--- src/rtl/right_barrel_shifter.sv ---
// right_barrel_shifter: registered 32-bit right shifter (logical/arithmetic/rotate), log-mux 16/8/4/2/1.
// Define RIGHT_BARREL_SHIFTER_PIPE_EN to register after the 16/8 stages (latency 2).
module right_barrel_shifter (
   input  logic        clk,
   input  logic        rst_n,
   input  logic        in_valid,
   input  logic [31:0] A,
   input  logic [4:0]  shift,
   input  logic [1:0]  mode,
   output logic [31:0] B,
   output logic        out_valid
);
   // fill source: the word itself for rotate, replicated sign for arithmetic, else zero
   function automatic logic [31:0] stg(input logic [31:0] x, input int unsigned n, input logic en,
                                       input logic [1:0] m, input logic sg);
      logic [31:0] hi;
      hi = m[1] ? x : {32{m[0] & sg}};
      return en ? ((x >> n) | (hi << (32 - n))) : x;
   endfunction
   logic [31:0] b_q, b_d;
   logic        v_q, v_d;
`ifdef RIGHT_BARREL_SHIFTER_PIPE_EN
   logic [31:0] p_q, p_d;
   logic [2:0]  sh_q;
   logic [1:0]  m_q;
   logic        sg_q, pv_q;
   always_comb begin
      p_d = stg(stg(A, 16, shift[4], mode, A[31]), 8, shift[3], mode, A[31]);
      b_d = stg(stg(stg(p_q, 4, sh_q[2], m_q, sg_q), 2, sh_q[1], m_q, sg_q), 1, sh_q[0], m_q, sg_q);
      v_d = pv_q;
   end
   always_ff @(posedge clk or negedge rst_n) begin
      if (!rst_n) begin
         p_q  <= '0;
         sh_q <= '0;
         m_q  <= '0;
         sg_q <= 1'b0;
         pv_q <= 1'b0;
      end else begin
         pv_q <= in_valid;
         if (in_valid) begin
            p_q  <= p_d;
            sh_q <= shift[2:0];
            m_q  <= mode;
            sg_q <= A[31];
         end
      end
   end
`else
   always_comb begin
      b_d = stg(stg(stg(stg(stg(A, 16, shift[4], mode, A[31]), 8, shift[3], mode, A[31]),
                          4, shift[2], mode, A[31]), 2, shift[1], mode, A[31]), 1, shift[0], mode, A[31]);
      v_d = in_valid;
   end
`endif
   always_ff @(posedge clk or negedge rst_n) begin
      if (!rst_n) begin
         b_q <= '0;
         v_q <= 1'b0;
      end else begin
         v_q <= v_d;
         if (v_d) b_q <= b_d;
      end
   end
   assign B = b_q;
   assign out_valid = v_q;
endmodule

--- config.mk ---
export PLATFORM = sky130hd
export DESIGN_NAME = right_barrel_shifter
export DESIGN_NICKNAME = d
export VERILOG_FILES = /design/src/rtl/right_barrel_shifter.sv
export SDC_FILE = /design/constraint.sdc
export NUM_CORES = 1
export LEC_CHECK = 0
export BUFFER_PORTS_ARGS = -buffer_cell sky130_fd_sc_hd__buf_4
export CAP_MARGIN = 5
export CORE_UTILIZATION = 63
export CTS_BUF_LIST = sky130_fd_sc_hd__clkbuf_4 sky130_fd_sc_hd__clkbuf_8
export CTS_CLUSTER_DIAMETER = 120
export DETAILED_ROUTE_END_ITERATION = 12
export PLACE_DENSITY = 0.95
export SLEW_MARGIN = 20
export SYNTH_ARGS = -nofsm -noshare
export SYNTH_HDL_FRONTEND = slang
export SYNTH_SLANG_ARGS = --single-unit
--- constraint.sdc ---
create_clock -name clk -period 2.7 [get_ports clk]
set_clock_uncertainty 0.2 [all_clocks]
set_input_delay 0.27 -clock clk [delete_from_list [all_inputs] [get_ports clk]]
set_output_delay 0.27 -clock clk [all_outputs]
set_load 0.03 [all_outputs]
==> results.sh <==
export IMPL_hold_viol=0
export IMPL_grt_pass1_wl_um=22100
export IMPL_outcome="finished, final reports clean"
export IMPL_tightestPinTransition_ns=0.667
export IMPL_layout_min_cycle_time_ns=2.46
export IMPL_h_tree_depth=2
export IMPL_fill_cells=416
export IMPL_holdCritPathClass="in2reg"
export IMPL_grt_ovfl_total=0
export IMPL_die_y_um=82.2
export IMPL_syn_avg_cell_area_um2=8.12
export IMPL_cts_tree="built"
export IMPL_area_growth_pct=18.1
export IMPL_worst_slack_ns=0.244
export IMPL_critPathMaxStageDelay_ns=0.54
export IMPL_diodes=0
export IMPL_avgViaCountPerCell=7.37
export IMPL_ys_seq_area_share_pct=20.4
export IMPL_grt_pass1_vias=4410
export IMPL_drtAntennaViolNets=0
export IMPL_powerDensity_mw_per_mm2=433
export IMPL_reg2reg_slack_ns=1.57
export IMPL_cts_setup_buffers=0
export IMPL_setup_violations=0
export IMPL_synth_area_leaders="dfrtp_1, mux4_2, mux2i_1, nor2_1, nand2_1"
export IMPL_io_pins=75
export IMPL_worst_setup_path_start_kind="primary input"
export IMPL_initial_core_util_pct=66.8
export IMPL_root_buffer="clkbuf_8"
export IMPL_async_reset_ff_share_pct=100
export IMPL_dp_slack_ns=-0.00231
export IMPL_critPathRequiredTime_ns=2.66
export IMPL_synth_cells=499
export IMPL_finalMaxSlewViolations=0
export IMPL_critical_path_slowest_cell="a2111oi_0"
export IMPL_port_buffer_count=74
export IMPL_post_cts_resized=0
export IMPL_synth_top_area_share_pct=20.4
export IMPL_period_share_pct=91.0
export IMPL_dr_pass1_iters=5
export IMPL_crit_fanout=43
export IMPL_antenna_found_initial=0
export IMPL_grt_setup_unrepaired="false"
export IMPL_die_area_mm2=0.00675
export IMPL_cts_sinks=33
export IMPL_gp_congestion=1.11
export IMPL_critical_path_arrival_ns=2.42
export IMPL_fin_hold_ws_ns=0.138
export IMPL_drive_above_1_share_pct=26.8
export IMPL_grt_util_all_layers_pct=43.6
export IMPL_ir_drop_mv=0.465
export IMPL_end_kind="flop"
export IMPL_post_route_drc_count=0
export IMPL_timing_slew_headroom_pct=55.6
export IMPL_ys_ff_latch=33
export IMPL_wl_per_cell_um=21.8
export IMPL_die_w_um=82.2
export IMPL_via_count=4740
export IMPL_path_clk_slew_ns=0.07
export IMPL_ys_warn_count=0
export IMPL_syn_nets=541
export IMPL_path_common_cell="buf_4"
export IMPL_nNetsFinal=609
export IMPL_fin_util_pct=78.9
export IMPL_path_cells="buf_4 > buf_4 > nor3b_1 > a211oi_1 > a2111oi_0 > a21oi_1 > a221o_1"
export IMPL_dp_hpwl_um=10700
export IMPL_ys_types=59
export IMPL_drtIter0Drc=690
export IMPL_synth_area_leader_cell="dfrtp_1"
export IMPL_path_buf_inv=2
export IMPL_wl_um=14000
export IMPL_setup_tns_ns=0
export IMPL_holdBufCountCts=1
export IMPL_synth_edf_count=0
export IMPL_clock_fmax_mhz=407
export IMPL_crit_family="compound AO/OA/AOI/OAI gates"
export IMPL_clock_latency_ns=0.28
export IMPL_grt_max_degree=47
export IMPL_core_mm2=0.00606
export IMPL_cts_made_buffers=5
export IMPL_rows=28
export IMPL_criticalPathCategory="in2reg"
export IMPL_clock_path_buffers=2
export IMPL_syn_area_mm2=0.00405
export IMPL_max_cap_viol_count=0
export IMPL_p_leak_nw=2.04
export IMPL_synthFlopType="dfrtp_1"
-- cell type report --
class | count | area, µm² | area share (%)
multi-input combinational | 397 | 2870 | 60.1
tap | 75 | 93.8 | 1.96
clock inverter | 2 | 10.0 | 0.209
timing repair buffer | 110 | 828 | 17.3
clock buffer | 6 | 76.3 | 1.60
inverter | 20 | 75.1 | 1.57
sequential | 33 | 826 | 17.3
-- report_power, final --
part	switching [mW]	internal [mW]	total (mW)
clock	0.175	0.189	0.363
combinational	0.662	0.430	1.09
sequential	0.0441	0.571	0.615
-- final timing paths --
path,to,from,cells past startpoint
setup / recovery,B[9],shift[4],7
hold reg to reg,B[3],B[3],2
setup reg to reg,B[6],B[6],2
min in group asynchronous,B[20],rst_n,2
max in group asynchronous,B[8],rst_n,2
hold / removal,out_valid,in_valid,1
-- cells in the final DEF (no fill, tap or decap), types with 3 or more instances in the layout --
master | synthesis | routed
buf_4 | 9 | 109
nor2_1 | 50 | 50
nand2_1 | 45 | 45
dfrtp_1 | 33 | 33
a21oi_1 | 33 | 33
mux2i_1 | 31 | 31
o21ai_0 | 27 | 27
mux4_2 | 21 | 21
inv_1 | 17 | 17
a211oi_1 | 16 | 16
o221ai_1 | 14 | 14
a22oi_1 | 13 | 13
a31oi_1 | 12 | 12
nor2b_1 | 12 | 12
o22ai_1 | 11 | 11
nand2b_1 | 10 | 10
nand3_1 | 10 | 10
a311oi_1 | 9 | 9
nor3_1 | 8 | 8
mux2_2 | 7 | 7
a221o_1 | 7 | 7
o211ai_1 | 6 | 6
nand4_1 | 5 | 5
clkbuf_8 | 0 | 5
a32oi_1 | 4 | 4
o2111ai_1 | 4 | 4
inv_2 | 3 | 3
a21boi_0 | 3 | 3
nor3b_1 | 3 | 3
a2111oi_0 | 3 | 3
and3_1 | 3 | 3
-- per-layer routing --
| metal | global-route usage, % | vias to the layer above | wire (µm) | part of all wire (%) |
|---|---|---|---|---|
| li1 | - | 2069 | - | - |
| met1 | 55.4 | 2185 | 5290 | 38 |
| met2 | 69.9 | 419 | 6390 | 45 |
| met3 | 9.78 | 67 | 1770 | 13 |
| met4 | 21.1 | 0 | 589 | 4.2 |
| met5 | 0 | - | 0 | 0 |
-- sequential cells by signal, indices dropped and copies added (netlist names) --
register,count
B,32
out_valid,1
-- kinds of logic (layout without fill, tap and decap cells) --
| kind of cell | Yosys count | after routing | synth area share, % |
|---|---|---|---|
| AO/OA/AOI/OAI | 182 | 182 | 31.4 |
| AND/OR/NAND/NOR | 156 | 156 | 18.3 |
| buffers and inverters | 69 | 138 | 8.65 |
| multiplexers | 59 | 59 | 21.3 |
| flip-flops | 33 | 33 | 20.4 |
-- cell usage after synthesis, types with 4 or more instances --
cell type / instances
o221ai_1: 14
a32oi_1: 4
a211oi_1: 16
buf_4: 9
nor2b_1: 12
a31oi_1: 12
clkbuf_1: 19
mux2i_1: 31
nand3_1: 10
a21oi_1: 33
inv_1: 17
o211ai_1: 6
buf_2: 10
buf_1: 5
o21ai_0: 27
nand4_1: 5
a221o_1: 7
nand2_1: 45
o22ai_1: 11
nand2b_1: 10
nor3_1: 8
a311oi_1: 9
mux2_2: 7
mux4_2: 21
buf_6: 6
nor2_1: 50
o2111ai_1: 4
a22oi_1: 13
dfrtp_1: 33
-- through the flow --
stage               std cells  instance area, µm²  total power, mW
floorplan                 499                4050             1.29
global placement          634                4690             1.65
detailed placement        634                4690             1.68
CTS                       643                4780             2.04
global route              643                4780             2.17
finish                    643                4780             2.07
Power figures use the tool's default switching activity.
